**config.mk**
```make
export PLATFORM = sky130hd
export DESIGN_NAME = transaction_engine
export DESIGN_NICKNAME = d
export VERILOG_FILES = /design/src/rtl/coin_pkg.sv /design/src/rtl/txn_check.sv /design/src/rtl/transaction_engine.sv
export SDC_FILE = /design/constraint.sdc
export NUM_CORES = 1
export LEC_CHECK = 0
export CAP_MARGIN = 20
export CORE_ASPECT_RATIO = 0.7
export CORE_UTILIZATION = 31
export DETAILED_ROUTE_END_ITERATION = 10
export GPL_ROUTABILITY_DRIVEN = 0
export HOLD_SLACK_MARGIN = 0.03
export SKIP_LAST_GASP = 1
export SLEW_MARGIN = 20
export SYNTH_ARGS = -nofsm -noshare
export SYNTH_HDL_FRONTEND = slang
export SYNTH_SLANG_ARGS = --single-unit
```
**constraint.sdc**
```tcl
create_clock -name clock -period 2.88 [get_ports clock]
set_clock_uncertainty 0.15 [all_clocks]
set_input_delay 0.576 -clock clock [delete_from_list [all_inputs] [get_ports clock]]
set_output_delay 0.576 -clock clock [all_outputs]
set_load 0.02 [all_outputs]
```
**src/rtl/coin_pkg.sv**
```systemverilog
// Shared constants and FSM state encoding for the coin transfer datapath.
// The state encoding is also used by the debug hex display.
package coin_pkg;

    localparam int DEF_BAL_W    = 8;
    localparam int DEF_KEY_W    = 8;
    localparam int DEF_PLAYER_W = 2;

    typedef enum logic [2:0] {
        ST_IDLE   = 3'd0,
        ST_RD_SRC = 3'd1,
        ST_RD_DST = 3'd2,
        ST_CHECK  = 3'd3,
        ST_WR_SRC = 3'd4,
        ST_WR_DST = 3'd5,
        ST_DONE   = 3'd6
    } txn_state_t;

endpackage

```
**src/rtl/txn_check.sv**
```systemverilog
// Combinational acceptance test for a coin transfer.
// The destination sum is formed one bit wider so the carry flags overflow.
module txn_check #(
    parameter int BAL_W    = coin_pkg::DEF_BAL_W,
    parameter int KEY_W    = coin_pkg::DEF_KEY_W,
    parameter int PLAYER_W = coin_pkg::DEF_PLAYER_W
) (
    input  logic [KEY_W-1:0]    kreg,
    input  logic [KEY_W-1:0]    key,
    input  logic [PLAYER_W-1:0] src,
    input  logic [PLAYER_W-1:0] dst,
    input  logic [BAL_W-1:0]    amount,
    input  logic [BAL_W-1:0]    src_bal,
    input  logic [BAL_W-1:0]    dst_bal,
    output logic                ok
);

    logic [BAL_W:0] sum;

    assign sum = {1'b0, dst_bal} + {1'b0, amount};

    assign ok = (kreg == key)
             && (src != dst)
             && (amount <= src_bal)
             && !sum[BAL_W];

endmodule

```
**src/rtl/transaction_engine.sv**
```systemverilog
// Latches transfer operands, reads both balances and the key, validates,
// then writes both balances back and signals completion to main_control.
module transaction_engine
    import coin_pkg::*;
#(
    parameter int BAL_W    = DEF_BAL_W,
    parameter int KEY_W    = DEF_KEY_W,
    parameter int PLAYER_W = DEF_PLAYER_W
) (
    input  logic                clock,
    input  logic                reset,
    input  logic                reset_others,
    input  logic                load_player,
    input  logic                load_amount,
    input  logic                load_key,
    input  logic [BAL_W-1:0]    data_in,
    input  logic                start_transaction,
    output logic                finished_transaction,
    output logic [PLAYER_W-1:0] mem_addr,
    output logic [BAL_W-1:0]    mem_wdata,
    output logic                mem_wren,
    input  logic [BAL_W-1:0]    mem_rdata,
    output logic [PLAYER_W-1:0] key_addr,
    input  logic [KEY_W-1:0]    key_rdata,
    output logic                accepted
);

    txn_state_t          state;
    logic [PLAYER_W-1:0] src;
    logic [PLAYER_W-1:0] dst;
    logic [BAL_W-1:0]    amount;
    logic [KEY_W-1:0]    key;
    logic [KEY_W-1:0]    kreg;
    logic [BAL_W-1:0]    src_bal;
    logic [BAL_W-1:0]    dst_bal;
    logic                ok;

    assign key_addr = src;

    // In CHECK the destination balance is still on mem_rdata.
    txn_check #(
        .BAL_W    (BAL_W),
        .KEY_W    (KEY_W),
        .PLAYER_W (PLAYER_W)
    ) u_check (
        .kreg    (kreg),
        .key     (key),
        .src     (src),
        .dst     (dst),
        .amount  (amount),
        .src_bal (src_bal),
        .dst_bal (mem_rdata),
        .ok      (ok)
    );

    always_ff @(posedge clock or posedge reset) begin
        if (reset) begin
            state                <= ST_IDLE;
            src                  <= '0;
            dst                  <= '0;
            amount               <= '0;
            key                  <= '0;
            kreg                 <= '0;
            src_bal              <= '0;
            dst_bal              <= '0;
            mem_addr             <= '0;
            mem_wdata            <= '0;
            mem_wren             <= 1'b0;
            finished_transaction <= 1'b0;
            accepted             <= 1'b0;
        end else if (!reset_others) begin
            state                <= ST_IDLE;
            src                  <= '0;
            dst                  <= '0;
            amount               <= '0;
            key                  <= '0;
            mem_addr             <= '0;
            mem_wdata            <= '0;
            mem_wren             <= 1'b0;
            finished_transaction <= 1'b0;
        end else begin
            mem_wren  <= 1'b0;
            mem_wdata <= '0;
            unique case (state)
                ST_IDLE: begin
                    if (load_player) begin
                        src <= data_in[PLAYER_W-1:0];
                        dst <= data_in[2*PLAYER_W-1:PLAYER_W];
                    end
                    if (load_amount) amount <= data_in;
                    if (load_key) key <= data_in[KEY_W-1:0];
                    mem_addr             <= src;
                    finished_transaction <= 1'b0;
                    if (start_transaction) state <= ST_RD_SRC;
                end
                ST_RD_SRC: begin
                    kreg     <= key_rdata;
                    mem_addr <= dst;
                    state    <= ST_RD_DST;
                end
                ST_RD_DST: begin
                    src_bal <= mem_rdata;
                    state   <= ST_CHECK;
                end
                ST_CHECK: begin
                    dst_bal <= mem_rdata;
                    if (ok) begin
                        mem_addr  <= src;
                        mem_wdata <= src_bal - amount;
                        mem_wren  <= 1'b1;
                        state     <= ST_WR_SRC;
                    end else begin
                        accepted             <= 1'b0;
                        finished_transaction <= 1'b1;
                        state                <= ST_DONE;
                    end
                end
                ST_WR_SRC: begin
                    mem_addr  <= dst;
                    mem_wdata <= dst_bal + amount;
                    mem_wren  <= 1'b1;
                    accepted  <= 1'b1;
                    state     <= ST_WR_DST;
                end
                ST_WR_DST: begin
                    finished_transaction <= 1'b1;
                    state                <= ST_DONE;
                end
                ST_DONE: begin
                    if (!start_transaction) begin
                        finished_transaction <= 1'b0;
                        mem_addr             <= src;
                        state                <= ST_IDLE;
                    end
                end
                default: state <= ST_IDLE;
            endcase
        end
    end

endmodule

```
* Word-level counts from Yosys, hierarchy flattened *
Index checks and enable logic that the tools add are counted.

operators by class
  add/sub/neg operators = 3
  equality and inequality tests = 19
  magnitude comparators = 1
  reduce and logical (&&, ||, !) cells = 17
  muxes and demuxes = 33

operators by type and width
  cell                                                              number
  8-bit 2-to-1 mux                                                  8
  3-bit one-hot mux with 7 select lines                             1
  2-bit 2-to-1 mux                                                  10
  8-bit one-hot mux with 2 select lines                             1
  2-bit AND reduction                                               7
  3-bit != test (second input constant)                             4
  8-bit by 8-bit adder with 9-bit output                            1
  3-bit == test (second input constant)                             3
  3-bit 2-to-1 mux                                                  3
  3-bit AND reduction                                               3
  8-bit adder                                                       1
  8-bit == test                                                     1
  8-bit less-or-equal comparator                                    1
  2-bit by 1-bit != test with 1-bit output (second input constant)  4
  2-bit one-hot mux with 4 select lines                             1
  8-bit subtractor                                                  1
  3-bit by 2-bit == test with 1-bit output (second input constant)  2
  1-bit 2-to-1 mux                                                  6
  5-bit by 1-bit != test with 1-bit output (second input constant)  1
  5-bit by 2-bit != test with 1-bit output (second input constant)  1
  1-bit one-hot mux with 2 select lines                             2
  1-bit one-hot mux with 4 select lines                             1
  3-bit by 1-bit == test with 1-bit output (second input constant)  1
  1-bit logical AND                                                 3
  other kinds (6)                                                   6

word-level totals
  register bits = 60
  word-level logic and storage cells = 86
  bits of input ports = 31
  output and inout bits = 15

* Depth between registers and ports, before layout *
  depth after elaboration = 7
  depth in mapped cells = 10
  depth with buffers taken out = 10

* Modules after synthesis *
A second synthesis with hierarchy kept.

second synthesis, totals
  cell total of the unflattened synthesis = 355
  area, all modules = 3,569.7 µm²

modules (own cells, without submodules)
  module              area each (µm²)  cells each  times used  seq. area each (µm²)
  transaction_engine  3,093.0          294         1           1,501.4
  txn_check           476.7            61          1           0.0

* Least setup slack after synthesis *
No wires, ideal clock.

  path type = input to register
  start point = input port mem_rdata[6]
  end point = register mem_addr[0]
  setup time = 0.128 ns
  path buffers = 0
  required time = 2.602 ns
  arrival = 2.215 ns
  slack = 0.387 ns
  cell stages on the path = 7
  cell sequence = ha_1 > and3_1 > a311oi_1 > nand4_1 > or3_4 > a21oi_4 > mux2_1

between the ends
  word-level cells in the longest chain between the ends = 5

ends and longest elaborated chain
  what                                    RTL line                   source
  start, declared                         transaction_engine.sv:22   input logic [BAL_W-1:0] mem_rdata,
  8-bit by 8-bit adder with 9-bit output  txn_check.sv:20            assign sum = {1'b0, dst_bal} + {1'b0, amount};
  1-bit zero test                         txn_check.sv:25            && !sum[BAL_W];
  1-bit logical AND                       txn_check.sv:25
  3-bit != test (no line)                 --
  3-bit AND reduction (no line)           --
  end signal, assigned                    transaction_engine.sv:92   mem_addr <= src;
  end signal, assigned                    transaction_engine.sv:98   mem_addr <= dst;
  end signal, assigned                    transaction_engine.sv:108  mem_addr <= src;
  end, declared                           transaction_engine.sv:19   output logic [PLAYER_W-1:0] mem_addr,

No other way between the ends.
A chain may end at the register's enable or synchronous reset.

* Worst setup path in the final report *
  start point = input port mem_rdata[5]
  end point = register mem_addr[1]

Same word-level chain as after synthesis.

==> results list <==
- In the final routed layout, each cell accounts on average for roughly 15 µm.
* Crit path from: mem_rdata[5]
* PwrDens: 694 nW/µm²
- For this design the top-level I/O count stands at 46.
* Sequential fraction of the synthesis area: 0.440
- After detailed routing, the number of vias per cell comes to 4.93.
* Post-Synthesis Cell Area: 3410 µm²
* Effective utilization at floorplan: 0.324
- Period utilisation layout: 0.958
* Cell count after placement: 555
* Maximum fanout count along the critical path: 3
- Hold path start: dst_bal[5]
* Leak pwr: 1.91 nW
- Layout cell share with drive strength beyond 1: 0.133
- The HPWL after detailed placement is 6590 µm.
* DRC violation count after routing: 0
- Critical path data arrival time: 2820 ps
* Die ar.: 11,400 µm²
- Setup violations remaining at the end of the flow were counted as 0.
- Before CTS, the worst setup slack after placement is -221 ps.
- The number of hold-slack violations in the final timing report came to 0.
* Maximum number of pins on one net before global-route repair: 35
- Class of the tightest hold or removal check: reg2reg
- IR analysis of the VDD net gives a maximum drop of 0.330 mV.
- Total CTS buffers: 9
- Drt first-iter violations: between 150 and 200
- Async S/R FF share, synth: 1.00
- Global-route wire length before repair: roughly 14,000 µm
- The critical path in this run is classified as in2reg.
- The netlist uses 48 different library cells.
- Synthesized instance count: approximately 360
- TritonCTS built the clock tree.
* GR Overflow Total: 0
- The clock passes through at most 2 buffers.
- Flip-flop cell with the highest count after synthesis: dfrtp_1
- Global routing usage summed across all routing layers: 0.162
- Post-layout instance count excluding filler cells: 569
- Before antenna repair, the detailed router went through 4 iterations.
* Area share of the largest cell type after synthesis: 0.440
* Setup tns final: 0 ps
- Count of yosys warnings during synthesis: 0
- Number of global-route vias before repair: around 2,800
- For this run, the post-layout net count is 473.
- Status: completed
- Standard cell core area: 10,500 µm²
* Origin of the critical flop-to-flop path: amount[1]
* Finished layout cell area: around 4400 µm²
* Post-place instance area: 4120 µm²
- Timing would allow up to 362 MHz.
- Largest area contributor in the netlist: dfrtp_1
* Total nets after synthesis: 412
* Cell Rows: 31
* Synthesized area per cell: 9.55 µm²
- The total count of max-transition violations in the final report was 0.
- Count of cells along the worst register-to-register path: 9
- Main area contributors after synthesis: dfrtp_1, ha_1, nand2_1, mux2_2, a21oi_1
* Post-Route Utilization: 0.419
* Antenna violations before repair: 0
- Clock-pin slew was measured on the worst setup and hold paths at 50 ps.
- Slew at the pin with the worst max-slew slack: 738 ps
- Max-cap violation count: 0
- Number of levels in the clock H-tree: 3
- The library cell used most frequently in the layout, excluding fill and tap cells, is nand2_1.
* Final wirelength: 8580 µm
- In this run the tool buffered the top-level ports with 45 buffer cells.
- Clk Latency, worst-skew pair: 330 ps
- Relative slew slack: 0.507
- Buffers inserted to repair hold after CTS numbered 0.
- Die Ht: 89.7 µm
- Setup repair after global routing left no endpoint under its margin.
- The number of antenna diodes in the final layout is 0.
* Worst-case setup margin in the final layout: 120 ps
* Crit path time final: 2760 ps
* CTS sink count: 60
* Leading cell types in the layout, fill and taps excluded: nand2_1, dfrtp_1, clkdlybuf4s50_1
* CP Capture Type: flip-flop
- Critical Path Source Type: input pin
- Cell depth of the worst hold path: 2
* Vias post-DR: 2,807
* Clock tree root buffer cell: clkbuf_16
- Data required time at the worst endpoint: 2940 ps
- Fill cells in the final layout number 1,028.
- Final ANT Viol Nets: 0
- Die width: between 100 and 150 µm
- The area growth from synthesis to layout is 29.1%.
- EDFF count, synth: 0
* FF+latch count, synth: 60
what timing repair did:
| item | in CTS | in global routing |
|---|---|---|
| endpoints found under the hold margin | 0 | 0 |
| endpoints found under the setup margin | 0 | 2 |
| gates resized for setup | 0 | 1 |
| setup buffers | 0 | 0 |
critical path, stage by stage:
cell	delay, ps
clkdlybuf4s50_1	470
ha_1	350
and3_1	200
a311oi_2	260
nand4_1	110
or3_4	370
a21oi_4	150
mux2_1	330
cells by family after synthesis:
logic type / share of synthesized area
muxes: 0.0771
DFF: 0.440
adders and majority gates: 0.0925
xor gates and xnor gates: 0.0514
buffers and inverters: 0.0345
AOI/OAI and AO/OA: 0.124
and+or+nand+nor: 0.181
through the flow:
step,hold slack [ps],total power [mW]
2_1_floorplan,300,1.78
3_3_place_gp,315,2.02
3_5_place_dp,324,2.05
4_1_cts,336,3.06
5_1_grt,354,3.24
6_report,336,3.06
routing by layer:
metal | track usage | part of all wire | wire length (µm) | up-vias
met4 | 0.0446 | 0.0051 | 44 | 0
met1 | 0.243 | 0.51 | 4410 | 1374
met5 | 0 | 0 | 0 | -
li1 | - | - | - | 1354
met2 | 0.220 | 0.42 | 3590 | 74
met3 | 0.0500 | 0.062 | 530 | 5
report_power, final:
group / internal (mW) / switching (mW)
Sequential: 0.997 / 0.118
Combinational: 0.440 / 0.502
Clock: 0.638 / 0.361
registers in the layout (all words and copies together) (netlist names), 3 cells and up:
signal / flops
amount: 8
dst_bal: 8
key: 8
kreg: 8
mem_wdata: 8
src_bal: 8
state: 3
area by class of cell:
cell class                 instances  area (µm²)  area share
sequential                        60        1500       0.341
clock buffer                      12         267      0.0605
timing repair buffer              61         571       0.130
multi-input combinational        267        1800       0.408
clock inverter                     2        10.0     0.00227
inverter                          19        71.3      0.0162
tap                              148         185      0.0421
worst paths after layout:
| check | to | slack [ps] |
|---|---|---|
| min reg2reg | dst_bal[5] | 340 |
| max in group asynchronous | key[0] | 1330 |
| max | mem_addr[1] | 120 |
| min in group asynchronous | dst[0] | 560 |
| max reg2reg | accepted | 260 |
| min | dst_bal[5] | 340 |
synthesized netlist by cell type, types with 6 or more instances:
| cell | instances |
|---|---|
| xor2_1 | 14 |
| nor3_1 | 11 |
| nor2_1 | 22 |
| inv_1 | 18 |
| nand4_1 | 6 |
| o21ai_0 | 10 |
| mux2_2 | 16 |
| ha_1 | 22 |
| clkbuf_1 | 7 |
| dfrtp_1 | 60 |
| mux2i_1 | 6 |
| xnor2_1 | 6 |
| a21oi_1 | 31 |
| nand2_1 | 70 |
No activity file was read; power rests on OpenSTA's default activity.
